File: src/rtl/pipe_ctrl.sv
// ----------------------------------------------------------------------------
// pipe_ctrl
//   Pipeline sequencing controller for the five-stage core. It turns the decode
//   hazard/branch decisions and the memory ready handshakes into PC and
//   pipeline-register controls. It also tracks per-stage valid bits, holds a
//   redirect target across instruction-memory wait states, and counts stall
//   and flush cycles with saturating counters.
//
// Parameters
//   CNT_W         width of each performance counter
// Ports
//   clk           core clock, all state on rising edge
//   rst_n         asynchronous active-low reset
//   hz_stall      load-use stall request from decode
//   branch_taken  conditional branch in decode resolved taken
//   jump          JAL/JALR in decode
//   branch_tgt    redirect target, valid with branch_taken or jump
//   imem_ready    fetch data valid this cycle
//   dmem_req      MEM-stage instruction is a load or store
//   dmem_ready    data memory completes the MEM-stage access this cycle
//   pc_we         PC register load enable
//   pc_sel        0: PC+4, 1: redirect_pc
//   redirect_pc   target driven to the PC mux
//   *_we / *_clr  pipeline register enables / bubble strobes (clr wins)
//   valid_*       stage holds a real instruction
//   stall_cnt     saturating count of load-use and data-wait cycles
//   flush_cnt     saturating count of redirect flush cycles
// ----------------------------------------------------------------------------
module pipe_ctrl #(
   parameter int CNT_W = 16
) (
   input  logic             clk,
   input  logic             rst_n,
   input  logic             hz_stall,
   input  logic             branch_taken,
   input  logic             jump,
   input  logic [31:0]      branch_tgt,
   input  logic             imem_ready,
   input  logic             dmem_req,
   input  logic             dmem_ready,
   output logic             pc_we,
   output logic             pc_sel,
   output logic [31:0]      redirect_pc,
   output logic             fe_de_we,
   output logic             de_ex_we,
   output logic             ex_mem_we,
   output logic             mem_wb_we,
   output logic             fe_de_clr,
   output logic             de_ex_clr,
   output logic             valid_de,
   output logic             valid_ex,
   output logic             valid_mem,
   output logic             valid_wb,
   output logic [CNT_W-1:0] stall_cnt,
   output logic [CNT_W-1:0] flush_cnt
);

   typedef enum logic [1:0] {ST_RUN, ST_IWAIT, ST_RPEND, ST_DWAIT} state_t;

   state_t             state_reg, state_next;
   state_t             ret_reg, ret_next;   // state to resume after a data wait
   state_t             eff_state;
   logic [31:0]        pend_reg, pend_next;
   logic               valid_de_reg, valid_ex_reg, valid_mem_reg, valid_wb_reg;
   logic [CNT_W-1:0]   stall_cnt_reg, flush_cnt_reg;
   logic               stall_inc, flush_inc;
   logic               dwait_cond, redirect;

   assign dwait_cond = dmem_req & valid_mem_reg & ~dmem_ready;
   assign redirect   = (branch_taken | jump) & valid_de_reg;
   // The cycle a data wait ends, the pipe behaves as in the state it left.
   assign eff_state  = (state_reg == ST_DWAIT) ? ret_reg : state_reg;

   always_comb begin
      pc_we       = 1'b0;
      pc_sel      = 1'b0;
      redirect_pc = branch_tgt;
      fe_de_we    = 1'b0;
      de_ex_we    = 1'b0;
      ex_mem_we   = 1'b0;
      mem_wb_we   = 1'b0;
      fe_de_clr   = 1'b0;
      de_ex_clr   = 1'b0;
      state_next  = state_reg;
      ret_next    = ret_reg;
      pend_next   = pend_reg;
      stall_inc   = 1'b0;
      flush_inc   = 1'b0;

      if (!rst_n) begin
         // Hold bubbles in the front of the pipe while reset is asserted.
         fe_de_clr = 1'b1;
         de_ex_clr = 1'b1;
      end else if (dwait_cond) begin
         // Whole pipe frozen; remember where to resume only on entry.
         state_next = ST_DWAIT;
         ret_next   = (state_reg == ST_DWAIT) ? ret_reg : state_reg;
         stall_inc  = 1'b1;
      end else if (eff_state == ST_RPEND) begin
         // Decode holds a bubble here, so hazards and redirects cannot apply.
         fe_de_clr   = 1'b1;
         pc_sel      = 1'b1;
         redirect_pc = pend_reg;
         de_ex_we    = 1'b1;
         ex_mem_we   = 1'b1;
         mem_wb_we   = 1'b1;
         pc_we       = imem_ready;
         state_next  = imem_ready ? ST_RUN : ST_RPEND;
      end else if (hz_stall) begin
         // Redirect ignored; the branch re-resolves once the stall clears.
         de_ex_clr  = 1'b1;
         ex_mem_we  = 1'b1;
         mem_wb_we  = 1'b1;
         stall_inc  = 1'b1;
         state_next = imem_ready ? ST_RUN : ST_IWAIT;
      end else if (redirect && imem_ready) begin
         pc_we      = 1'b1;
         pc_sel     = 1'b1;
         fe_de_clr  = 1'b1;
         de_ex_we   = 1'b1;
         ex_mem_we  = 1'b1;
         mem_wb_we  = 1'b1;
         flush_inc  = 1'b1;
         state_next = ST_RUN;
      end else if (redirect) begin
         // Fetch still outstanding: park the target until it returns.
         pend_next  = branch_tgt;
         fe_de_clr  = 1'b1;
         de_ex_we   = 1'b1;
         ex_mem_we  = 1'b1;
         mem_wb_we  = 1'b1;
         flush_inc  = 1'b1;
         state_next = ST_RPEND;
      end else if (!imem_ready) begin
         fe_de_clr  = 1'b1;
         de_ex_we   = 1'b1;
         ex_mem_we  = 1'b1;
         mem_wb_we  = 1'b1;
         state_next = ST_IWAIT;
      end else begin
         pc_we      = 1'b1;
         fe_de_we   = 1'b1;
         de_ex_we   = 1'b1;
         ex_mem_we  = 1'b1;
         mem_wb_we  = 1'b1;
         state_next = ST_RUN;
      end
   end

   always_ff @(posedge clk or negedge rst_n) begin
      if (!rst_n) begin
         state_reg     <= ST_RUN;
         ret_reg       <= ST_RUN;
         pend_reg      <= '0;
         valid_de_reg  <= 1'b0;
         valid_ex_reg  <= 1'b0;
         valid_mem_reg <= 1'b0;
         valid_wb_reg  <= 1'b0;
         stall_cnt_reg <= '0;
         flush_cnt_reg <= '0;
      end else begin
         state_reg <= state_next;
         ret_reg   <= ret_next;
         pend_reg  <= pend_next;

         if (fe_de_clr)     valid_de_reg  <= 1'b0;
         else if (fe_de_we) valid_de_reg  <= 1'b1;
         if (de_ex_clr)     valid_ex_reg  <= 1'b0;
         else if (de_ex_we) valid_ex_reg  <= valid_de_reg;
         if (ex_mem_we)     valid_mem_reg <= valid_ex_reg;
         if (mem_wb_we)     valid_wb_reg  <= valid_mem_reg;

         if (stall_inc && (stall_cnt_reg != {CNT_W{1'b1}}))
            stall_cnt_reg <= stall_cnt_reg + CNT_W'(1);
         if (flush_inc && (flush_cnt_reg != {CNT_W{1'b1}}))
            flush_cnt_reg <= flush_cnt_reg + CNT_W'(1);
      end
   end

   assign valid_de  = valid_de_reg;
   assign valid_ex  = valid_ex_reg;
   assign valid_mem = valid_mem_reg;
   assign valid_wb  = valid_wb_reg;
   assign stall_cnt = stall_cnt_reg;
   assign flush_cnt = flush_cnt_reg;

endmodule

File: config.mk
export PLATFORM = sky130hd
export DESIGN_NAME = pipe_ctrl
export DESIGN_NICKNAME = d
export VERILOG_FILES = /design/src/rtl/pipe_ctrl.sv
export SDC_FILE = /design/constraint.sdc
export NUM_CORES = 1
export LEC_CHECK = 0
export ABC_CLOCK_PERIOD_IN_PS = 2570
export BUFFER_PORTS_ARGS = -buffer_cell sky130_fd_sc_hd__clkbuf_2
export CAP_MARGIN = 5
export CORE_MARGIN = 2
export CORE_UTILIZATION = 35
export CTS_BUF_LIST = sky130_fd_sc_hd__clkbuf_8
export DETAILED_ROUTE_END_ITERATION = 6
export GPL_ROUTABILITY_DRIVEN = 0
export SLEW_MARGIN = 20
export SYNTH_ARGS = -nofsm -noshare
export SYNTH_HDL_FRONTEND = slang
export SYNTH_SLANG_ARGS = --single-unit
File: constraint.sdc
create_clock -name clk -period 2.57 [get_ports clk]
set_input_delay 0.771 -clock clk [delete_from_list [all_inputs] [get_ports clk]]
set_output_delay 0.771 -clock clk [all_outputs]
set_load 0.05 [all_outputs]
== Word-level counts from Yosys, hierarchy flattened ==
Cells that the tools add are included.
Storage, ports and cells
  output and inout bits: 76
  logic and storage cells: 88
  input port bits: 40
  flip-flop bits (word level): 72
Cells by class
  multiplexer cells: 57
  add/subtract/negate cells: 2
  reduce and logical (&&, ||, !) cells: 7
  equal/unequal tests: 4
  bitwise gates (word level): 9
Operators by type and width (number)
  $mux W32: 3
  $mux W1: 47
  $add A16 B1 Y16 const B: 2
  $ne A16 B16 Y1 const B: 2
  $mux W2: 7
  $reduce_and A6 Y1: 1
  $not A1 Y1: 5
  $eq A2 B2 Y1 const B: 2
  $reduce_bool A2 Y1: 2
  $and A1 B1 Y1: 3
  $logic_and A1 B1 Y1: 3
  $reduce_and A2 Y1: 1
  $or A1 B1 Y1: 1

== Longest topological paths before layout ==
  depth after elaboration: 10
  mapped depth: 8
  mapped depth without buffers: 6

== Least setup slack after synthesis ==
OpenSTA, ideal clock, no wires.
  path type: input-to-output
  from: input port jump
  to: output port fe_de_we
  stages: 3
  buffers on the path: 0
  arrival time: 2.555 ns
  setup slack: -0.756 ns
  path through: o21ai_1 > nand2_1 > nor4_1
Between the ends
  longest elaborated chain between the ends: 8
  elaborated cells between the ends (all ways): 9
  classes of those cells: mux (6); bitwise (2); reduce/logical (1)
RTL lines
  from (decl): RTL line 36  | input logic jump,
  $or A1 B1 Y1 (*): RTL line 70  | assign redirect = (branch_taken | jump) & valid_de_reg;
  $and A1 B1 Y1 (*): RTL line 70
  $mux W1 or $logic_and A1 B1 Y1 (tied branches): RTL line 125, 116
  $mux W1 (*): RTL line 116  | end else if (redirect && imem_ready) begin
  $mux W1 (*): RTL line 109  | end else if (hz_stall) begin
  $mux W1 (*): RTL line 99  | end else if (eff_state == ST_RPEND) begin
  $mux W1 (*): RTL line 94  | end else if (dwait_cond) begin
  $mux W1 (*): RTL line 90  | if (!rst_n) begin
  to (decl): RTL line 44  | output logic fe_de_we,
Every way passes the cells marked *; elsewhere a longest branch is shown, timed or not.

== Final worst setup path ==
  from: input port dmem_ready
  to: output port redirect_pc[28]
Between the ends
  longest elaborated chain between the ends: 4
RTL lines
  from (decl): RTL line 40  | input logic dmem_ready,
  $not A1 Y1: RTL line 69  | assign dwait_cond = dmem_req & valid_mem_reg & ~dmem_ready;
  $and A1 B1 Y1: RTL line 69
  $mux W32: RTL line 94
  $mux W32: RTL line 90
  to (decl): RTL line 43  | output logic [31:0] redirect_pc,
Every way passes these cells.

==> results.json <==
{
  "status": "complete, but fails checks",
  "violations": "setup timing",
  "drt-initial-drc-count": 131,
  "die_area_um2": 11600,
  "yosys.area.top_type": "dfrtp_1",
  "setup_ws_ns": -0.127,
  "core_um2": 10400,
  "cts_root_buffer": "clkbuf_8",
  "numPortBuffers": 115,
  "p_leak_nw": 2.83,
  "synth.net_count": 350,
  "use_met1": 0.228,
  "clockBufferDepth": 2,
  "finalSetupViolations": 31,
  "post-route-period-util": 1.05,
  "rrSetupSlack_ns": 0.50,
  "antenna_found_initial": 0,
  "layout-drive-gt1-share": 0.524,
  "overflow": 0,
  "wl_um": 9070,
  "track_usage": 0.162,
  "vias": 2858,
  "crit_chain": "buf_6 -> nand3b_4 -> nand2_8 -> inv_8 -> nand2_8 -> clkbuf_16 -> mux2_4 -> buf_8",
  "largest_register_ffs": 32,
  "path_clk_slew_ns": 0.07,
  "ys_types": 41,
  "p_comb_frac": 0.361,
  "viasPerCell": 4.88,
  "cts_tree": "done",
  "synth-compound-area-share": 0.0386,
  "syn_inst": 308,
  "synth_top_area_frac": 0.480,
  "critPathMaxFanout": 8,
  "timing.rr.end": "pend_reg[0]",
  "finalInstanceArea_um2": 5480,
  "synth.top_cells.by_area": "dfrtp_1 48%, mux2_4 12%, mux2_2 12%, xnor2_1 4.2%, nand2_1 2.3%",
  "power.total_w": 0.00346,
  "hold_viol": 0,
  "globalRouteMet3Util": 0.0387,
  "initial_core_util": 0.362,
  "max_cap_viol_count": 0,
  "multi_input_area_um2": 2050,
  "critical_path_class": "in -> out",
  "numCtsBuffers": 9,
  "clk_latency_ns": 0.35,
  "ir_drop_v": 0.000617,
  "critPathArrivalTime_ns": 1.93,
  "r2r_cells": 9,
  "htreeDepth": 3,
  "power.share.switching": 0.356,
  "grtUsageMet2": 0.240,
  "grt.busiest_layer": "met2",
  "power.share.clock": 0.228,
  "worstPathRequired_ns": 1.80,
  "yosys.area_share.simple": 0.145,
  "die_y_um": 108,
  "grt_pass1_vias": 2837,
  "cpMaxStageDelayCell": "mux2_4",
  "antenna_left": 0,
  "wl_per_cell_um": 15.5,
  "syn_avg_cell_area_um2": 12.2,
  "synthAdderAreaFrac": 0.00666,
  "rsz0062_at_grt": "yes",
  "crit_family": "buffers and inverters",
  "slew_violations": 0,
  "register_area_um2": 1800,
  "clock_sinks": 72,
  "layout_common_cells": "73 x clkbuf_2, 72 x dfrtp_1, 62 x mux2_4",
  "powerDensity_nw_per_um2": 631,
  "path_common_cell": "nand2_8",
  "relSlewSlack": 0.594,
  "synth_top_family_by_area": "multiplexers",
  "dieWidth_um": 108,
  "netlist_area_um2": 3760,
  "yosys_warnings": 0,
  "hold_path_class": "in -> async",
  "synth_seq_cells": 72,
  "p_switching_w": 0.00123,
  "intPower_w": 0.00223,
  "num_io_pins": 116,
  "tightest_slew_ns": 0.609,
  "n_fill_cell": 909,
  "cp-start-kind": "input pin",
  "fp-row-count": 37,
  "skew_ns": 0.00612,
  "path_buf_inv": 4,
  "fin_nets": 488,
  "grt_max_degree": 49,
  "synthXorXnorAreaFrac": 0.0606,
  "crit_path_end_kind": "primary output",
  "slowest_delay_ns": 0.31,
  "muxShareOfSynthArea": 0.240,
  "dpl.hpwl_um": 6190,
  "placed_area_um2": 4810,
  "grt_first_pass_wirelength_um": 14600,
  "fin_crit_ns": 2.70,
  "reg2reg_from": "valid_mem",
  "synthToLayoutAreaGrowth_pct": 45.9,
  "antenna_cells": 0,
  "yosysSeqAreaShare": 0.480,
  "cp.depth": 8,
  "drc": 0,
  "fmax_ghz": 0.371,
  "cts-hold-fix-buffers": 0,
  "firstDrtPassIters": 4,
  "layout_commonest_cell": "clkbuf_2",
  "seqPwrFrac": 0.411
}
-- through the flow --
step	utilization	std cells	hold slack [ns]	setup WS [ns]	setup TNS, ns
after floorplan	-	308	0.455	-0.175	-0.421
after global placement	0.464	564	0.477	-0.158	-4.49
after detailed placement	0.464	564	0.482	-0.174	-5.01
after CTS	0.517	585	0.488	-0.119	-3.17
after global routing	0.528	586	0.512	-0.160	-4.45
final	0.528	586	0.495	-0.127	-3.08
-- cells in the mapped netlist, drive strengths merged --
cell type / number
dfrtp: 72
mux2: 70
nand2: 24
xnor2: 18
nand3: 15
nor2: 13
nand4: 12
buf: 11
o21ai: 10
xor2: 8
nor3: 7
nor4: 7
and3: 6
inv: 6
a21oi: 3
a31oi: 3
and2: 3
nand2b: 3
o21a: 3
ha: 2
nor2b: 2
a2111o: 1
a21boi: 1
and3b: 1
and4: 1
clkbuf: 1
nand3b: 1
nor4b: 1
o21bai: 1
o22a: 1
or2: 1
-- routing by layer --
metal | vias up | wire [um]
met5 | - | 0
met2 | 81 | 4280
met3 | 8 | 466
met4 | 0 | 121
met1 | 1397 | 4200
li1 | 1372 | -
-- power by group through the flow --
stage / Clock (W) / Sequential (W) / Combinational, W
after detailed placement: 0 / 0.00144 / 0.00108
after CTS: 0.000828 / 0.00142 / 0.00120
after global routing: 0.000881 / 0.00145 / 0.00131
after floorplan: 0 / 0.00161 / 0.000656
final: 0.000788 / 0.00142 / 0.00125
after global placement: 0 / 0.00143 / 0.00107
-- layout make-up --
type                       instances  area share
clock buffer                      11      0.0276
clock inverter                     4     0.00274
inverter                           6     0.00548
multi-input combinational        218       0.373
sequential                        72       0.329
tap                              136      0.0311
timing repair buffer             139       0.231
-- worst reg2reg max path: stages, from the launching register on --
cell and delay [ns]:
dfrtp_1 0.45, nand3b_4 0.14, nand2_8 0.07, inv_8 0.06, buf_4 0.09, buf_4 0.15
nand3_4 0.12, or2_2 0.33, buf_12 0.20, mux2_4 0.34
-- cell families after synthesis --
family / after synthesis
flip-flops: 72
adder cells (fa/ha/maj): 2
XOR/XNOR: 26
buffers and inverters: 18
AO/OA/AOI/OAI: 23
AND/OR/NAND/NOR: 97
multiplexers: 70
-- what timing repair did --
action | 4_1_cts | 5_1_grt
endpoints found under the setup margin | 35 | 37
pin swaps | 2 | 3
cloned | 0 | 2
resized for setup | 76 | 45
setup buffers | 6 | 0
-- how the worst max path moves through the flow --
stage	end	startpoint	slack, ns
floorplan	fe_de_we	jump	-0.17
global placement	redirect_pc[29]	dmem_ready	-0.16
detailed placement	redirect_pc[19]	dmem_ready	-0.17
CTS	redirect_pc[19]	dmem_ready	-0.12
global route	redirect_pc[28]	ret_reg[1]	-0.16
finish	redirect_pc[28]	dmem_ready	-0.13
(Power assumes the default switching activity.)
